## src/rtl/r_rp_add_clocked.sv

```systemverilog
// Registered carry-free adder for radix-RADIX signed digits in {-(RADIX-1)..RADIX-1}.
// Define RRP_ADD_CLAMP_EN to clamp the out-of-set input code -RADIX to -(RADIX-1).
module r_rp_add_clocked #(
   parameter int RADIX = 4,
   parameter int WIDTH = 6,
   localparam int D = $clog2(RADIX) + 1,
   localparam int N = D * WIDTH
) (
   input  logic         clock,
   input  logic         resetn,
   input  logic [N-1:0] x_in,
   input  logic [N-1:0] y_in,
   output logic [N+D-1:0] s_out
);

   localparam int A = RADIX - 1;
   localparam int P = D + 2;

   localparam logic signed [P-1:0] A_P   = P'(A);
   localparam logic signed [P-1:0] NEG_A = -P'(A);
   localparam logic signed [P-1:0] R_P   = P'(RADIX);
   localparam logic signed [D-1:0] ONE_D = D'(1);
   localparam logic signed [D-1:0] NEG_ONE_D = '1;

`ifdef RRP_ADD_CLAMP_EN
   localparam logic [D-1:0] MIN_CODE   = {1'b1, {(D-1){1'b0}}};
   localparam logic [D-1:0] NEG_A_CODE = D'(-A);

   function automatic logic [D-1:0] clamp_digit(input logic [D-1:0] d);
      if (d == MIN_CODE) begin
         return NEG_A_CODE;
      end
      return d;
   endfunction
`endif

   function automatic logic signed [P-1:0] ext(input logic [D-1:0] d);
      return P'(signed'(d));
   endfunction

   logic [N-1:0]   x_q;
   logic [N-1:0]   y_q;
   logic [N+D-1:0] s_next;

   logic signed [P-1:0] p [WIDTH];
   logic signed [D-1:0] w [WIDTH];
   logic signed [D-1:0] t [WIDTH+1];

   // Stage 1: operand capture; cleared asynchronously so in-flight data is dropped.
   always_ff @(posedge clock or negedge resetn) begin
      if (!resetn) begin
         x_q <= '0;
         y_q <= '0;
      end else begin
         x_q <= x_in;
         y_q <= y_in;
      end
   end

   // Each position emits a transfer of -1/0/+1 into the next position only, so the
   // interim digit plus incoming transfer always stays inside the digit set.
   always_comb begin
      s_next = '0;
      t[0]   = '0;
      for (int i = 0; i < WIDTH; i++) begin
`ifdef RRP_ADD_CLAMP_EN
         p[i] = ext(clamp_digit(x_q[i*D +: D])) + ext(clamp_digit(y_q[i*D +: D]));
`else
         p[i] = ext(x_q[i*D +: D]) + ext(y_q[i*D +: D]);
`endif
         if (p[i] >= A_P) begin
            t[i+1] = ONE_D;
            w[i]   = D'(p[i] - R_P);
         end else if (p[i] <= NEG_A) begin
            t[i+1] = NEG_ONE_D;
            w[i]   = D'(p[i] + R_P);
         end else begin
            t[i+1] = '0;
            w[i]   = D'(p[i]);
         end
      end
      for (int i = 0; i < WIDTH; i++) begin
         s_next[i*D +: D] = w[i] + t[i];
      end
      s_next[WIDTH*D +: D] = t[WIDTH];
   end

   // Stage 2: s_out comes straight from this register.
   always_ff @(posedge clock or negedge resetn) begin
      if (!resetn) begin
         s_out <= '0;
      end else begin
         s_out <= s_next;
      end
   end

endmodule

```

## config.mk

```make
export PLATFORM = sky130hd
export DESIGN_NAME = r_rp_add_clocked
export DESIGN_NICKNAME = d
export VERILOG_FILES = /design/src/rtl/r_rp_add_clocked.sv
export SDC_FILE = /design/constraint.sdc
export NUM_CORES = 1
export LEC_CHECK = 0
export ABC_AREA = 1
export ABC_CLOCK_PERIOD_IN_PS = 2200
export BUFFER_PORTS_ARGS = -buffer_cell sky130_fd_sc_hd__buf_2
export CORE_ASPECT_RATIO = 1.5
export CORE_MARGIN = 2
export CORE_UTILIZATION = 49
export CTS_CLUSTER_DIAMETER = 60
export DETAILED_ROUTE_END_ITERATION = 10
export GPL_TIMING_DRIVEN = 1
export PLACE_DENSITY = 0.82
export RECOVER_POWER = 25
export SYNTH_ARGS = -nofsm -noshare
export SYNTH_HDL_FRONTEND = slang
export SYNTH_SLANG_ARGS = --single-unit
```

## constraint.sdc

```tcl
create_clock -name clock -period 2.2 [get_ports clock]
set_input_delay 0.33 -clock clock [delete_from_list [all_inputs] [get_ports clock]]
set_output_delay 0.33 -clock clock [all_outputs]
set_load 0.005 [all_outputs]
```

Word-level counts from Yosys, hierarchy flattened
Cells that the tools add are included.
Word-level totals
  bits in registers: 57
  bits of input ports: 38
  output and inout port bits: 21
  logic and storage cells: 62
Operators by class
  add/subtract/negate cells: 23
  order comparisons: 12
  muxes and demuxes: 24
Operators by type and width (number)
  3-bit 2-to-1 mux: 24
  3-bit by 3-bit adder with 4-bit output: 6
  4-bit by 3-bit >= comparator with 1-bit output (second input constant): 6
  4-bit by 3-bit <= comparator with 1-bit output (second input constant): 6
  3-bit adder (second input constant): 6
  3-bit subtractor (second input constant): 6
  3-bit adder: 5

Depth between registers and ports, before layout
Gate-level depths: netlist of run 1.
  depth in word-level cells: 5
  mapped depth: 16
  depth with buffers taken out: 16

Worst setup path after synthesis of run 1
No wires, ideal clock.
  kind: flip-flop to flip-flop
  start point: register x_q[3]
  end point: register s_out[8]
  library setup time: 0.116 ns
  data arrival time: 2.300 ns
  required time: 2.084 ns
  slack: -0.216 ns
  cell stages (with the launch flop): 15
  buffers on the path: 0
  clock period less this slack: 2.416 ns
  cell sequence: dfrtp_1 ha_1 fa_1 nand2_1 nand2_1 nor2_1 a21oi_1 ha_1 inv_1 fa_1 nand3b_1 nand2_1 inv_1 nand2_1 nand2_1
On the way
  longest elaborated chain between the ends: 5
  elaborated cells between the ends (all ways): 6
  classes of those cells: add/sub (2); order compare (2); mux (2)
RTL lines
  start, declared: line 41  | logic [N-1:0] x_q;
  start signal, assigned: line 55  | x_q <= x_in;
  3-bit by 3-bit adder with 4-bit output (*): line 69  | p[i] = ext(x_q[i*D +: D]) + ext(y_q[i*D +: D]);
  4-bit by 3-bit <= comparator with 1-bit output: line 74  | end else if (p[i] <= NEG_A) begin
  3-bit 2-to-1 mux: line 74
  3-bit 2-to-1 mux (*): line 71  | if (p[i] >= A_P) begin
  3-bit adder (*): line 83  | s_next[i*D +: D] = w[i] + t[i];
  via s_next[8]: line 43  | logic [N+D-1:0] s_next;
  end signal, assigned: line 93  | s_out <= s_next;
  end, declared: line 13  | output logic [N+D-1:0] s_out
Mark *: on every way through the listed nets, which the timed path passes. The rest lies on a longest branch.

Final worst setup path of run 1
  start point: register y_q[3]
  end point: register s_out[8]
On the way
  longest elaborated chain between the ends: 5
  elaborated cells between the ends (all ways): 6
  classes of those cells: add/sub (2); order compare (2); mux (2)
RTL lines
  start, declared: line 42  | logic [N-1:0] y_q;
  start signal, assigned: line 56  | y_q <= y_in;
  3-bit by 3-bit adder with 4-bit output (*): line 69
  4-bit by 3-bit <= comparator with 1-bit output: line 74
  3-bit 2-to-1 mux: line 74
  3-bit 2-to-1 mux (*): line 71
  3-bit adder (*): line 83
  via s_next[8]: line 43
Marks and branches as above.

==> results of run 1 <==
## stage by stage
step | setup WS (ps) | setup TNS [ps]
final | -290 | -1240
after global placement | -260 | -1210
after detailed placement | -342 | -1940
after floorplan | -190 | -635
after global routing | -437 | -2170
after CTS | -322 | -1460
## Yosys cell counts
cell type,instances
nand3b_1,4
dfrtp_1,56
fa_1,11
nor2_1,11
ha_1,23
a21boi_0,1
o21ai_0,3
a21oi_2,1
inv_1,37
nand2_1,71
nand3_2,4
o21bai_2,1
inv_2,4
nand2_2,11
xor2_2,1
buf_4,1
nand3_1,11
o21ai_1,3
a21oi_1,8
## registers in the layout, indices dropped and copies added (netlist names)
register and flops:
y_q 18, s_out 20, x_q 18
## how the worst min path moves through the flow
stage | end | startpoint | slack, ps | depth (start not counted)
floorplan | s_out[0] | resetn | 30 | 0
global placement | s_out[12] | resetn | 370 | 1
detailed placement | s_out[12] | resetn | 390 | 1
CTS | s_out[16] | resetn | 40 | 1
global route | s_out[17] | resetn | 70 | 1
finish | s_out[12] | resetn | 30 | 1
## power by group through the flow
stage | combinational (W) | clock [W] | sequential (W)
floorplan | 0.000407 | 0 | 0.00127
global placement | 0.000747 | 0 | 0.00124
detailed placement | 0.000786 | 0 | 0.00125
CTS | 0.000842 | 0.000582 | 0.00123
global route | 0.00103 | 0.000608 | 0.00124
finish | 0.000910 | 0.000560 | 0.00123
## metal layers
layer,GRT usage (%),vias up
met1,17.0,976
li1,-,1016
met5,0,-
met4,9.04,0
met2,35.9,44
met3,3.34,9
## logic make-up after synthesis
family,count (synthesis)
and+or+nand+nor,112
DFF,56
buffers and inverters,42
adders and majority gates,34
AOI/OAI and AO/OA,17
xor gates and xnor gates,1
## critical path, delay by kind of cell, from the launching register on
family          cells  cell delay [ps]
simple gates        7              520
compound gates      1              110
fa+ha+maj           4             1270
flops               1              400
buf+inv             2               90
## area by class of cell
class | count | area (sq um) | area share [%]
flip-flops and latches | 56 | 1400 | 38.7
multi-input cells | 164 | 1280 | 35.4
repair buffers | 98 | 603 | 16.7
inverters | 41 | 156 | 4.32
well taps | 70 | 87.6 | 2.42
clock buffers | 6 | 72.6 | 2.01
clock inverters | 2 | 16.3 | 0.450
## timing repair
| action | CTS | global route |
|---|---|---|
| pin swaps | 21 | 19 |
| gates resized for setup | 29 | 23 |
| hold buffers | 0 | 0 |
| buffers inserted | 4 | 9 |
| setup endpoints to repair | 10 | 10 |
==> out/metrics.cfg, run 1 <==
[run_status]
status=finished, violations left
failed_checks=setup timing

[cells_and_area]
utilization_pct=67.4
layout_commonest_cell=buf_2
drive_gt1_share_pct=50.4
n_antenna_cell=0
instances_no_fill=437
layout_common_cells=buf_2 (58), dfrtp_1 (56), nand2_1 (54)
nFillCells=434
fin_nets=438
synthToLayoutAreaGrowth_pct=34.7
stdcell_area_sq_um=3620

[clocking]
clkTransAtPathRegs_ps=100
clk_path_buf_depth=2
htree_levels=2
clockRootBuffer=clkbuf_8
cts_made_buffers=5
cts_tree=done
cts.sink_count=56
clock_latency_ps=310

[hold_path]
min-delay-path-class=in2async

[critical_path]
crit_required_ps=2420
path_max_fanout=3
reg2reg_depth=14
crit_type=reg2reg
critPathMostFrequentCell=nand2_1
arrival_ps=2710
critPathLaunchType=flip-flop
r2r_start=y_q[3]
crit_path_start=y_q[3]
r2r_end=s_out[8]
critPathCapture=s_out[8]
crit_path_max_incr_delay_ps=570
r2r_slack_ps=-290
cp-end-kind=flip-flop
crit_slowest_cell=fa_2
crit_path_cell_trace=ha_2 > fa_2 > nand2_2 > nand2_2 > nor2_2 > a21oi_2 > ha_2 > inv_2 > fa_2 > nand3b_1 > nand2_1 > inv_1 > nand2_1 > nand2_1

[logic_synthesis]
synth_nets=334
synth_top_family_by_area=adder cells
ys_ff_latch=56
synth_area_leader_cell=dfrtp_1
yosysWarnings=0
syn_area_sq_um=2690
synth-simple-area-share_pct=18.7
synth_compound_area_share_pct=3.63
syn_inst=262
synth_top_area_share_pct=52.2
synth_mux_area_share_pct=0
synth_fa_ha_area_share_pct=18.9
synth-xor-area-share_pct=0.605
ys_seq_area_share_pct=52.2
syn_avg_cell_area_sq_um=10.3
synth.area.top_cells=dfrtp_1 (52%), ha_1 (11%), nand2_1 (9.9%)
synth_cell_types=19

[timing]
relSlewSlack_pct=56.9
holdWs_ps=29.2
setup_viol=8
worstMarginPinSlew_ps=646
max_freq_mhz=402
fin_crit_sh_pct=113
layout_min_cycle_time_ps=2490
finalWorstSetupSlack_ps=-290
rsz0062_at_grt=yes
hold_violations=0
drv_slew=0
fin_skew_ps=6.00

[routing]
met2_length_um=3070
highest_layer=met4
wl_met3_um=177
wl_met1_um=1680
drt-wirelength-per-cell_um=11.5
num_vias=2045
drt-vias-per-instance=4.68
wl_um=5040
drt_iter0_markers=53
dr.pass1.iters=4
drc=0
drtAntennaViolNets=0

[run]
drv_cap=0

[global_routing]
antenna_found_initial=0
grt_pass1_vias=2130
grt_pass1_wl_um=8400
track_usage_pct=18.0
gr-total-overflow=0
grt_max_degree=31

[pwr]
fin_total_pwr_w=0.00270
ir_worst_vdd_mv=0.453
power_switching_w=0.000845
pwr-share-clk_pct=20.8
p_comb_share_pct=33.7
p_int_w=0.00185
seqPwrFrac_pct=45.5
power.density_nw_per_um2=745
cellLeakagePower_nw=1.91
swShare_pct=31.3

[place]
gp_congestion=0.766
dp.cells=416
io_buffers=58
dp_hpwl_um=3750
place_area_sq_um=3300

[floorplanning]
start_util_pct=50.0
fp.dieH_um=94.7
dieArea_sq_um=6100
rows=33
die_x_um=64.5
core_sq_um=5370
io_pins=59

(Power assumes the default switching activity.)
==> inputs of run 2 (changes only) <==
--- a/config.mk
+++ b/config.mk
@@ -8,14 +8,17 @@
 export ABC_AREA = 1
 export ABC_CLOCK_PERIOD_IN_PS = 2200
 export BUFFER_PORTS_ARGS = -buffer_cell sky130_fd_sc_hd__buf_2
+export CELL_PAD_IN_SITES_DETAIL_PLACEMENT = 1
+export CELL_PAD_IN_SITES_GLOBAL_PLACEMENT = 2
 export CORE_ASPECT_RATIO = 1.5
 export CORE_MARGIN = 2
-export CORE_UTILIZATION = 49
+export CORE_UTILIZATION = 30
 export CTS_CLUSTER_DIAMETER = 60
 export DETAILED_ROUTE_END_ITERATION = 10
 export GPL_TIMING_DRIVEN = 1
-export PLACE_DENSITY = 0.82
+export PLACE_DENSITY = 0.81
 export RECOVER_POWER = 25
+export REMOVE_ABC_BUFFERS = 1
 export SYNTH_ARGS = -nofsm -noshare
 export SYNTH_HDL_FRONTEND = slang
 export SYNTH_SLANG_ARGS = --single-unit
==> out/metrics.cfg, run 2 (synthesis gave the netlist of run 1 again) <==
[routing]
drt_iter0_markers=21
drt-vias-per-instance=4.35
drt-wirelength-per-cell_um=12.5
num_vias=2146
dr.pass1.iters=3
drtAntennaViolNets=0
drc=0
wl_um=6160

[global_routing]
antenna_found_initial=0
track_usage_pct=13.5
gr-total-overflow=0
grt_pass1_vias=2353
grt_pass1_wl_um=10200
grt_max_degree=31

[clocking]
clk_path_buf_depth=2
cts_hold_buf=0
cts_tree=done
clockRootBuffer=clkbuf_16
cts.sink_count=56
clock_latency_ps=290
htree_levels=2
cts_made_buffers=5
clkTransAtPathRegs_ps=70

[place]
gp_congestion=0.723
io_buffers=58
dp_hpwl_um=4430

[timing]
relSlewSlack_pct=59.4
setup_viol=7
fin_skew_ps=8.09
rsz0062_at_grt=yes
layout_min_cycle_time_ps=2470
finalWorstSetupSlack_ps=-269
fin_crit_sh_pct=112
hold_violations=0
worstMarginPinSlew_ps=609
drv_slew=0
max_freq_mhz=405

[cells_and_area]
layout_common_cells=buf_2 (58), dfrtp_1 (56), nand2_1 (52)
largest_reg_flops=20
top_register=s_out
fin_nets=454
layout_commonest_cell=buf_2
n_antenna_cell=0
multiInputGateArea_sq_um=1340
seq_area_sq_um=1400
utilization_pct=44.8
biggestRegsByFlops=s_out x20, x_q x18, y_q x18
synthToLayoutAreaGrowth_pct=46.4
nFillCells=981
drive_gt1_share_pct=54.0

[critical_path]
crit_path_max_incr_delay_ps=560
reg2reg_depth=14
arrival_ps=2660
crit_type=reg2reg
crit_path_cell_trace=ha_2 > fa_2 > nand2_2 > nand2_4 > nor2_4 > a21oi_2 > ha_2 > inv_2 > fa_2 > nand3b_1 > nand2_1 > inv_1 > nand2_1 > nand2_1
crit_cells=14
crit_slowest_cell=fa_2
critPathMostFrequentCell=nand2_1
critPathLaunchType=flip-flop
crit_family=adder cells
cp-end-kind=flip-flop
crit_required_ps=2390
cp.buffers_inverters=2
path_max_fanout=2

[floorplanning]
io_pins=59
fp.dieH_um=120
dieArea_sq_um=9740
rows=42
die_x_um=81.3
start_util_pct=30.6
core_sq_um=8780

[pwr]
ir_worst_vdd_mv=0.340
cellLeakagePower_nw=2.04
power.density_nw_per_um2=799
fin_total_pwr_w=0.00314

[run_status]
status=finished, violations left
failed_checks=setup timing

[run]
drv_cap=0

[hold_path]
min-delay-path-class=in2async

-- run 2: cell count changes in the layout (fill, tap and decap cells not counted), moves of 4 or more --
cell | previous run | this run
nand2_4 | 0 | 4
clkbuf_16 | 0 | 5
clkbuf_8 | 5 | 0
buf_6 | 0 | 4
buf_4 | 39 | 51
-- run 2: layer usage --
layer / up-vias / share of wire, % / GRT usage [%]
met5: - / 0 / 0
met4: 0 / 2.1 / 5.19
met3: 11 / 4.0 / 3.08
met2: 39 / 60 / 25.9
met1: 1047 / 34 / 13.5
li1: 1049 / - / -
-- run 2: per-stage QoR --
| step | area, sq um | setup WS [ps] | TNS, ps | instances | hold WS [ps] |
|---|---|---|---|---|---|
| after floorplan | 2680 | -216 | -835 | 261 | 34.4 |
| after global placement | 3350 | -342 | -1600 | 460 | 368 |
| after detailed placement | 3350 | -401 | -1970 | 460 | 386 |
| after CTS | 3760 | -284 | -1260 | 484 | 65.0 |
| after global routing | 3930 | -416 | -2190 | 493 | 98.1 |
| final | 3930 | -269 | -1250 | 493 | 42.8 |
-- run 2: worst reg2reg max path, cell delays in order, from the launching register on --
cell and delay, ps:
dfrtp_1 370, ha_2 190, fa_2 560, nand2_2 80, nand2_4 70, nor2_4 40, a21oi_2 100, ha_2 180
inv_2 40, fa_2 330, nand3b_1 170, nand2_1 90, inv_1 40, nand2_1 50, nand2_1 50
-- run 2: final timing paths --
path                           from   endpoint  slack [ps]
setup / recovery             x_q[3]   s_out[8]        -270
hold / removal               resetn  s_out[18]          40
setup reg to reg             x_q[3]   s_out[8]        -270
hold reg to reg              y_q[0]   s_out[0]         520
max in group asynchronous    resetn     y_q[8]        1580
min in group clock         x_in[10]    x_q[10]         140
-- run 2: area by class of cell --
type,count,area share [%]
tap,110,3.50
inverter,41,3.91
clock inverter,2,0.891
multi-input combinational,164,34.0
timing repair buffer,114,18.8
clock buffer,6,3.28
sequential,56,35.6
-- run 2: power by group --
| group | switching (W) | total, W | internal, W |
|---|---|---|---|
| Combinational | 0.000508 | 0.00102 | 0.000515 |
| Sequential | 0.0000496 | 0.00123 | 0.00118 |
| Clock | 0.000352 | 0.000888 | 0.000536 |
-- run 2: timing repair --
item	in CTS	in global routing
gates resized for setup	47	33
endpoints found under the setup margin	10	10
pin swaps	24	25
setup buffers	16	9
